===== config.mk =====
export PLATFORM = sky130hd
export DESIGN_NAME = gcd_sequencer
export DESIGN_NICKNAME = d
export VERILOG_FILES = /design/src/rtl/gcd_pkg.sv /design/src/rtl/gcd_req_fifo.sv /design/src/rtl/gcd_sequencer.sv
export SDC_FILE = /design/constraint.sdc
export NUM_CORES = 1
export LEC_CHECK = 0
export ABC_AREA = 1
export CORE_MARGIN = 5
export CORE_UTILIZATION = 40
export DETAILED_ROUTE_END_ITERATION = 16
export MAX_ROUTING_LAYER = met4
export PLACE_DENSITY = 0.64
export SLEW_MARGIN = 10
export SYNTH_ARGS = -nofsm -noshare
export SYNTH_HDL_FRONTEND = slang
export SYNTH_HIERARCHICAL = 1
export SYNTH_SLANG_ARGS = --single-unit

===== constraint.sdc =====
create_clock -name clk -period 6.1 [get_ports clk]
set_clock_uncertainty 0.2 [all_clocks]
set_input_delay 1.83 -clock clk [delete_from_list [all_inputs] [get_ports clk]]
set_output_delay 1.83 -clock clk [all_outputs]
set_load 0.01 [all_outputs]

===== src/rtl/gcd_pkg.sv =====
// ============================================================================
// Module  : gcd_pkg
// Purpose : Shared types and defaults for the GCD request sequencer.
// Revision: 1.0
// ============================================================================
`default_nettype none

package gcd_pkg;

    localparam int C_N     = 8;
    localparam int C_DEPTH = 4;

    typedef enum logic [2:0] {
        IDLE  = 3'd0,
        ISSUE = 3'd1,
        ZERO  = 3'd2,
        WAIT  = 3'd3,
        HOLD  = 3'd4
    } seq_state_t;

endpackage

`default_nettype wire


===== src/rtl/gcd_req_fifo.sv =====
// ============================================================================
// Module  : gcd_req_fifo
// Purpose : Synchronous request FIFO with occupancy count; power-of-2 depth.
// Revision: 1.0
// ============================================================================
`default_nettype none

module gcd_req_fifo #(
    parameter int W     = 16,
    parameter int DEPTH = 4
) (
    input  logic                     clk,
    input  logic                     nrst,
    input  logic                     i_push,
    input  logic                     i_pop,
    input  logic [W-1:0]             i_wdata,
    output logic [W-1:0]             o_rdata,
    output logic                     o_full,
    output logic                     o_empty,
    output logic [$clog2(DEPTH):0]   o_count
);

    localparam int              C_AW   = $clog2(DEPTH);
    localparam logic [C_AW:0]   C_FULL = (C_AW+1)'(DEPTH);

    logic [W-1:0]    r_mem [DEPTH];
    logic [C_AW-1:0] r_wptr;
    logic [C_AW-1:0] r_rptr;
    logic [C_AW:0]   r_count;
    logic            w_push;
    logic            w_pop;

    // A push at full is accepted only when a pop frees the slot in the same cycle.
    assign w_pop   = i_pop && (r_count != '0);
    assign w_push  = i_push && ((r_count != C_FULL) || w_pop);

    assign o_rdata = r_mem[r_rptr];
    assign o_full  = (r_count == C_FULL);
    assign o_empty = (r_count == '0);
    assign o_count = r_count;

    always_ff @(posedge clk) begin
        if (w_push) begin
            r_mem[r_wptr] <= i_wdata;
        end
    end

    always_ff @(posedge clk or negedge nrst) begin
        if (!nrst) begin
            r_wptr  <= '0;
            r_rptr  <= '0;
            r_count <= '0;
        end else begin
            if (w_push) begin
                r_wptr <= r_wptr + 1'b1;
            end
            if (w_pop) begin
                r_rptr <= r_rptr + 1'b1;
            end
            case ({w_push, w_pop})
                2'b10:   r_count <= r_count + 1'b1;
                2'b01:   r_count <= r_count - 1'b1;
                default: r_count <= r_count;
            endcase
        end
    end

endmodule

`default_nettype wire


===== src/rtl/gcd_sequencer.sv =====
// ============================================================================
// Module  : gcd_sequencer
// Purpose : Buffers operand pairs, issues them to the GCD engine, returns results.
// Revision: 1.0
// ============================================================================
`default_nettype none

module gcd_sequencer
    import gcd_pkg::*;
#(
    parameter int N     = C_N,
    parameter int DEPTH = C_DEPTH
) (
    input  logic                    clk,
    input  logic                    nrst,
    input  logic                    req_valid,
    output logic                    req_ready,
    input  logic [N-1:0]            req_a,
    input  logic [N-1:0]            req_b,
    output logic                    res_valid,
    input  logic                    res_ready,
    output logic [N-1:0]            res_data,
    output logic                    gcd_start,
    output logic [N-1:0]            gcd_ina,
    output logic [N-1:0]            gcd_inb,
    input  logic                    gcd_ready,
    input  logic [N-1:0]            gcd_out,
    output logic [$clog2(DEPTH):0]  count
);

    seq_state_t    r_state;
    logic          r_start;
    logic          r_res_valid;
    logic [N-1:0]  r_res_data;

    logic          w_push;
    logic          w_pop;
    logic          w_full;
    logic          w_empty;
    logic [2*N-1:0] w_head;
    logic [N-1:0]  w_head_a;
    logic [N-1:0]  w_head_b;

    assign req_ready = !w_full;
    assign w_push    = req_valid && !w_full;
    assign w_pop     = (r_state == ISSUE) || (r_state == ZERO);
    assign w_head_a  = w_head[2*N-1:N];
    assign w_head_b  = w_head[N-1:0];

    assign gcd_ina   = w_head_a;
    assign gcd_inb   = w_head_b;
    assign gcd_start = r_start;
    assign res_valid = r_res_valid;
    assign res_data  = r_res_data;

    gcd_req_fifo #(
        .W     (2*N),
        .DEPTH (DEPTH)
    ) u_fifo (
        .clk     (clk),
        .nrst    (nrst),
        .i_push  (w_push),
        .i_pop   (w_pop),
        .i_wdata ({req_a, req_b}),
        .o_rdata (w_head),
        .o_full  (w_full),
        .o_empty (w_empty),
        .o_count (count)
    );

    always_ff @(posedge clk or negedge nrst) begin
        if (!nrst) begin
            r_state     <= IDLE;
            r_start     <= 1'b0;
            r_res_valid <= 1'b0;
            r_res_data  <= '0;
        end else begin
            r_start <= 1'b0;
            case (r_state)
                IDLE: begin
                    if (!w_empty && gcd_ready) begin
                        // The engine never terminates on a zero operand, so those pairs bypass it.
                        if ((w_head_a != '0) && (w_head_b != '0)) begin
                            r_state <= ISSUE;
                            r_start <= 1'b1;
                        end else begin
                            r_state <= ZERO;
                        end
                    end
                end
                ISSUE: begin
                    r_state <= WAIT;
                end
                ZERO: begin
                    r_res_data  <= w_head_a | w_head_b;
                    r_res_valid <= 1'b1;
                    r_state     <= HOLD;
                end
                WAIT: begin
                    if (gcd_ready) begin
                        r_res_data  <= gcd_out;
                        r_res_valid <= 1'b1;
                        r_state     <= HOLD;
                    end
                end
                HOLD: begin
                    if (res_ready) begin
                        r_res_valid <= 1'b0;
                        r_state     <= IDLE;
                    end
                end
                default: begin
                    r_state <= IDLE;
                end
            endcase
        end
    end

endmodule

`default_nettype wire


# After elaboration in Yosys (flattened, before gate mapping)
# Memory sizes are Yosys's and may differ from the RTL's.
# Index checks and enable logic that the tools add are counted.
totals:
  output_inout_bits: 30
  input_bits: 29
  register_bits: 20
  n_memories: 1
  ramBits: 64
classes:
  add_sub_neg: 4
  n_bitwise: 1
  n_eq_ne: 11
  n_reduce_logical: 20
  muxes: 16
mem_list:
  columns: ["memory", "words", "width", "rd", "rd_ports_with_merged_regs", "write_ports", "line", "rtl"]
  rows:
  - ["u_fifo.r_mem", 4, 16, 1, 0, 1, "gcd_req_fifo.sv:26", "logic [W-1:0] r_mem [DEPTH];"]
op_table:
  columns: ["cell", "count"]
  rows:
  - ["$pmux 8 s2", 1]
  - ["$reduce_bool 8->1", 2]
  - ["$pmux 3 s5", 1]
  - ["$mux 3", 3]
  - ["$mux 8", 1]
  - ["$or 8x8->8", 1]
  - ["$mux 1", 7]
  - ["$eq 3x2->1 const B", 2]
  - ["$eq 3x3->1 const B", 2]
  - ["$logic_not 3->1", 2]
  - ["$ne 2x2->1 const B", 3]
  - ["$pmux 3 s2", 1]
  - ["$reduce_and 3->1", 2]
  - ["$reduce_bool 3->1", 2]
  - ["$logic_and 1x1->1", 5]
  - ["$add 2x1->2 const B", 2]
  - ["$reduce_bool 2->1", 2]
  - ["$add 3x1->3 const B", 1]
  - ["$eq 3x1->1 const B", 1]
  - ["$ne 3x3->1 const B", 1]
  - ["$pmux 1 s3", 1]
  - ["$sub 3x1->3 const B", 1]
  - ["$eq 2x1->1 const B", 1]
  - ["$eq 2x2->1 const B", 1]
  - ["other kinds (4)", 6]

# Logic depth before layout (Yosys ltp)
depth:
  ltp_word: 7
  depth_mapped: 15

# Modules after synthesis
# The synthesis kept the hierarchy.
modules_own_cells:
  columns: ["mod", "n_inst", "seq_area_each_um2", "cells_per_inst", "area_per_inst_um2"]
  rows:
  - ["gcd_req_fifo", 1, 2097.0, 234, 2962.8]
  - ["gcd_sequencer", 1, 325.3, 108, 787.0]

# Least setup slack after synthesis
# OpenSTA, ideal clock, no wires.
synth_path:
  path_type: "input to register"
  start: "in req_valid"
  end: "mem u_fifo.r_mem[0][0] (enable)"
  path_stages: 4
  slack_ps: 2628
  path_buffers: 0
  arrival_time_ps: 2883
  t_required_ps: 5511
  path_cell_list: "inv_1 > nor2_1 > nand2_4 > nor2_1"
synth_between:
  elab_chain_cells: 4
synth_lines:
  columns: ["item", "line", "rtl"]
  rows:
  - ["start: declaration", "gcd_sequencer.sv:16", "input logic req_valid,"]
  - ["$logic_and 1x1->1", "gcd_sequencer.sv:45", "assign w_push = req_valid && !w_full;"]
  - ["net w_push", "gcd_sequencer.sv:36", "logic w_push;"]
  - ["$logic_and 1x1->1", "gcd_req_fifo.sv:35", "assign w_push = i_push && ((r_count != C_FULL) || w_pop);"]
  - ["$mux 1", "gcd_req_fifo.sv:43", "if (w_push) begin"]
  - ["$mux 1 (not written as such)", "gcd_req_fifo.sv:44", "r_mem[r_wptr] <= i_wdata;"]
  - ["end: declaration", "gcd_req_fifo.sv:26", null]
# The timed path passes the listed nets, and every way through them passes these cells.

# Worst setup path in the final report
layout_path:
  start: "reg u_fifo.r_rptr[0]"
  end: "out gcd_inb[0]"
layout_between:
  elab_chain_cells: 1
layout_lines:
  columns: ["item", "line", "rtl"]
  rows:
  - ["start: declaration", "gcd_req_fifo.sv:28", "logic [C_AW-1:0] r_rptr;"]
  - ["start signal: assignment", "gcd_req_fifo.sv:58", "r_rptr <= r_rptr + 1'b1;"]
  - ["$mem_v2 4x16", null, null]
  - ["end: declaration", "gcd_sequencer.sv:25", "output logic [N-1:0] gcd_inb,"]
# Every way passes these cells.

==> metrics.txt <==
status=finished, final reports clean; fillers=860; HPWL Detailed=between 5000 and 6000 um; Crit path required time=4.07 ns; Mapped Nets=between 300 and 400; area delta synth->final=21.72%; CTS tree=yes; EDFF count, synth=64; WP data arrival=around 2.5 ns; Synth Warn #=6; Root Driver=clkbuf_8; Leak=1.776 nW; Slowest cell on crit path=dfrtp_2; nets=437; post-place setup slack=~1.6 ns; most used flip-flop cell after synthesis=edfxtp_1; Final Cycle Share=0.7358; first-pass GRT wire length=between 10000 and 15000 um; flip-flop and latch count after synthesis=84; kind of critical path=reg -> out; DRC violations left=0; HP Class=reg -> reg; pwr dens=a little over 500 nW/um^2; vias in the first global route=approximately 2.5k; H-tree depth=3; Iter 0 DRT Violations=157; die area=roughly 11000 sq um; initial antenna violation count=0; I/O pins=59; DRT Pass-1 Iters=4; FP Rows=35; post-synth cell types=32; post-synthesis cell count=342; relative slew slack=0.3307; gr usage total=0.1520; number of post-CTS setup repair buffers=0; Max Cap Viol=0; DR WL/cell=about 15 um; Clk Latency, worst-skew pair=between 0.3 and 0.4 ns; most frequent cells in the layout=edfxtp_1 (64), clkdlybuf4s50_1 (58), nor2_1 (57); largest net degree at the start of global routing=36; Mean Syn Cell Area=~11 sq um; commonest non-fill, non-tap cell in the layout=edfxtp_1; Hold Buf Count CTS=0; Worst Tran Pin Value=~1 ns; area occupied by multi-input gates=roughly 1100 sq um; Fmax=approximately 0.22 GHz; Max VDD drop=just over 0.0002 V; RSZ-0062 raised after global routing=false; share of cells above drive strength 1=0.09582; routed wire length=about 7900 um; Netlist Area Pre-Place=3750 sq um; asr flop ratio synth=0.2381; total congestion overflow=0; Final Hold Fails=0; Final Setup Violations=0; # port buffers=just under 60; crit start category=register; register area share after synthesis=0.6460; Largest stage delay, worst path=about 0.67 ns; routability-driven placement congestion ratio=roughly 0.73; cts bufs inserted=9; via-per-instance ratio=4.867; CTS resizes=0; clock buffer depth=2; die height=~110 um; crit-path max FO=35; Crit. End Element=output port; die extent in x=~110 um; core area=~9200 sq um; setup tns final=0 ns; Initial Util=0.4078; CP cell instances=inv_6, o21ai_0, o21ai_1, clkdlybuf4s50_1; post-route ant nets=0; Slew Viols, Final=0; register area=around 2400 sq um; Tmin final=4.489 ns; slack of the critical path=about 1.6 ns; clk slew on worst S/H paths=0.09 ns; Via Count=2521; # clock sinks=84; Antenna Cells=0
cells by family after synthesis:
kind of cell | synth area share
DFF | 0.6460
xor gates and xnor gates | 0.002336
adders and majority gates | 0.02202
buffers and inverters | 0.07507
AOI/OAI and AO/OA | 0.09977
and+or+nand+nor | 0.1548
where the power goes:
| part | internal, W | switching (W) | total, W | leakage [nW] |
|---|---|---|---|---|
| Combinational | 0.000450 | 0.000621 | 0.00107 | 0.855 |
| Sequential | 0.000781 | 0.000116 | 0.000897 | 0.824 |
| Clock | 0.000193 | 0.000199 | 0.000391 | 0.0971 |
per-layer routing:
layer,up-vias,share of wire,GRT usage,routed length [um]
li1,1271,-,-,-
met1,1198,0.44,0.1891,3432
met2,52,0.53,0.2513,4135
met3,0,0.039,0.04094,305
met4,0,0,0.03288,0
met5,-,0,-,0
flip-flops by register name, summed over array words and instances, names as in the netlist:
register and count:
gcd_start 1, r_state 3, res_data 8, res_valid 1, u_fifo/o_count 3, u_fifo/r_mem 64
u_fifo/r_rptr 2, u_fifo/r_wptr 2
final timing paths:
path,slack [ns],endpoint,cells after the start,startpoint
setup / recovery,1.61,gcd_inb[0],4,u_fifo/r_rptr[0]$_DFFE_PN0P_
hold / removal,0.29,res_valid$_DFFE_PN0P_,1,res_valid$_DFFE_PN0P_
setup reg to reg,3.38,u_fifo/r_mem[1][14]$_DFFE_PP_,6,r_state[2]$_DFFE_PN0P_
hold reg to reg,0.29,res_valid$_DFFE_PN0P_,1,res_valid$_DFFE_PN0P_
max in group asynchronous,3.30,u_fifo/r_rptr[0]$_DFFE_PN0P_,1,nrst
min in group asynchronous,1.79,u_fifo/o_count[0]$_DFFE_PN0P_,1,nrst
area by class of cell:
| class | count | share of cell area |
|---|---|---|
| well taps | 111 | 0.03043 |
| repair buffers | 60 | 0.1305 |
| flip-flops and latches | 84 | 0.5310 |
| inverters | 40 | 0.03399 |
| clock buffers | 10 | 0.02796 |
| clock inverters | 6 | 0.01590 |
| multi-input cells | 207 | 0.2303 |
stage by stage:
step	hold WS (ns)	std cells	cell area, sq um	total power [W]	utilization
floorplan	0.2912	342	3750	0.001598	-
global placement	0.2650	502	4363	0.001974	0.4744
detailed placement	0.2735	502	4363	0.001999	0.4744
CTS	0.2945	518	4563	0.002395	0.4962
global route	0.3211	518	4564	0.002560	0.4963
finish	0.2870	518	4564	0.002360	0.4963
Yosys cell counts (2+ instances only):
library cell	number	area, sq um
inv_1	35	131.4
a21oi_1	2	10.01
edfxtp_1	64	1922
buf_8	2	30.03
nand2_2	2	12.51
buf_4	2	15.01
ha_1	5	62.56
o21ai_2	2	17.52
nand2_1	38	142.6
nor3_1	11	55.05
nor2_1	59	221.5
nand4_1	2	12.51
nand3_2	2	20.02
dfrtp_1	20	500.5
inv_2	4	15.01
o21ai_0	8	40.04
nand2_4	2	22.52
nor2_2	4	25.02
nand3_1	7	35.03
buf_6	5	56.30
o21ai_1	55	275.3
worst max-delay path, delay by kind of cell, from the launching register on:
family          cells  cell delay (ns)
compound gates      2             0.48
buf+inv             2             0.96
flops               1             0.67
Note: power is estimated with default switching activity, not from simulation.
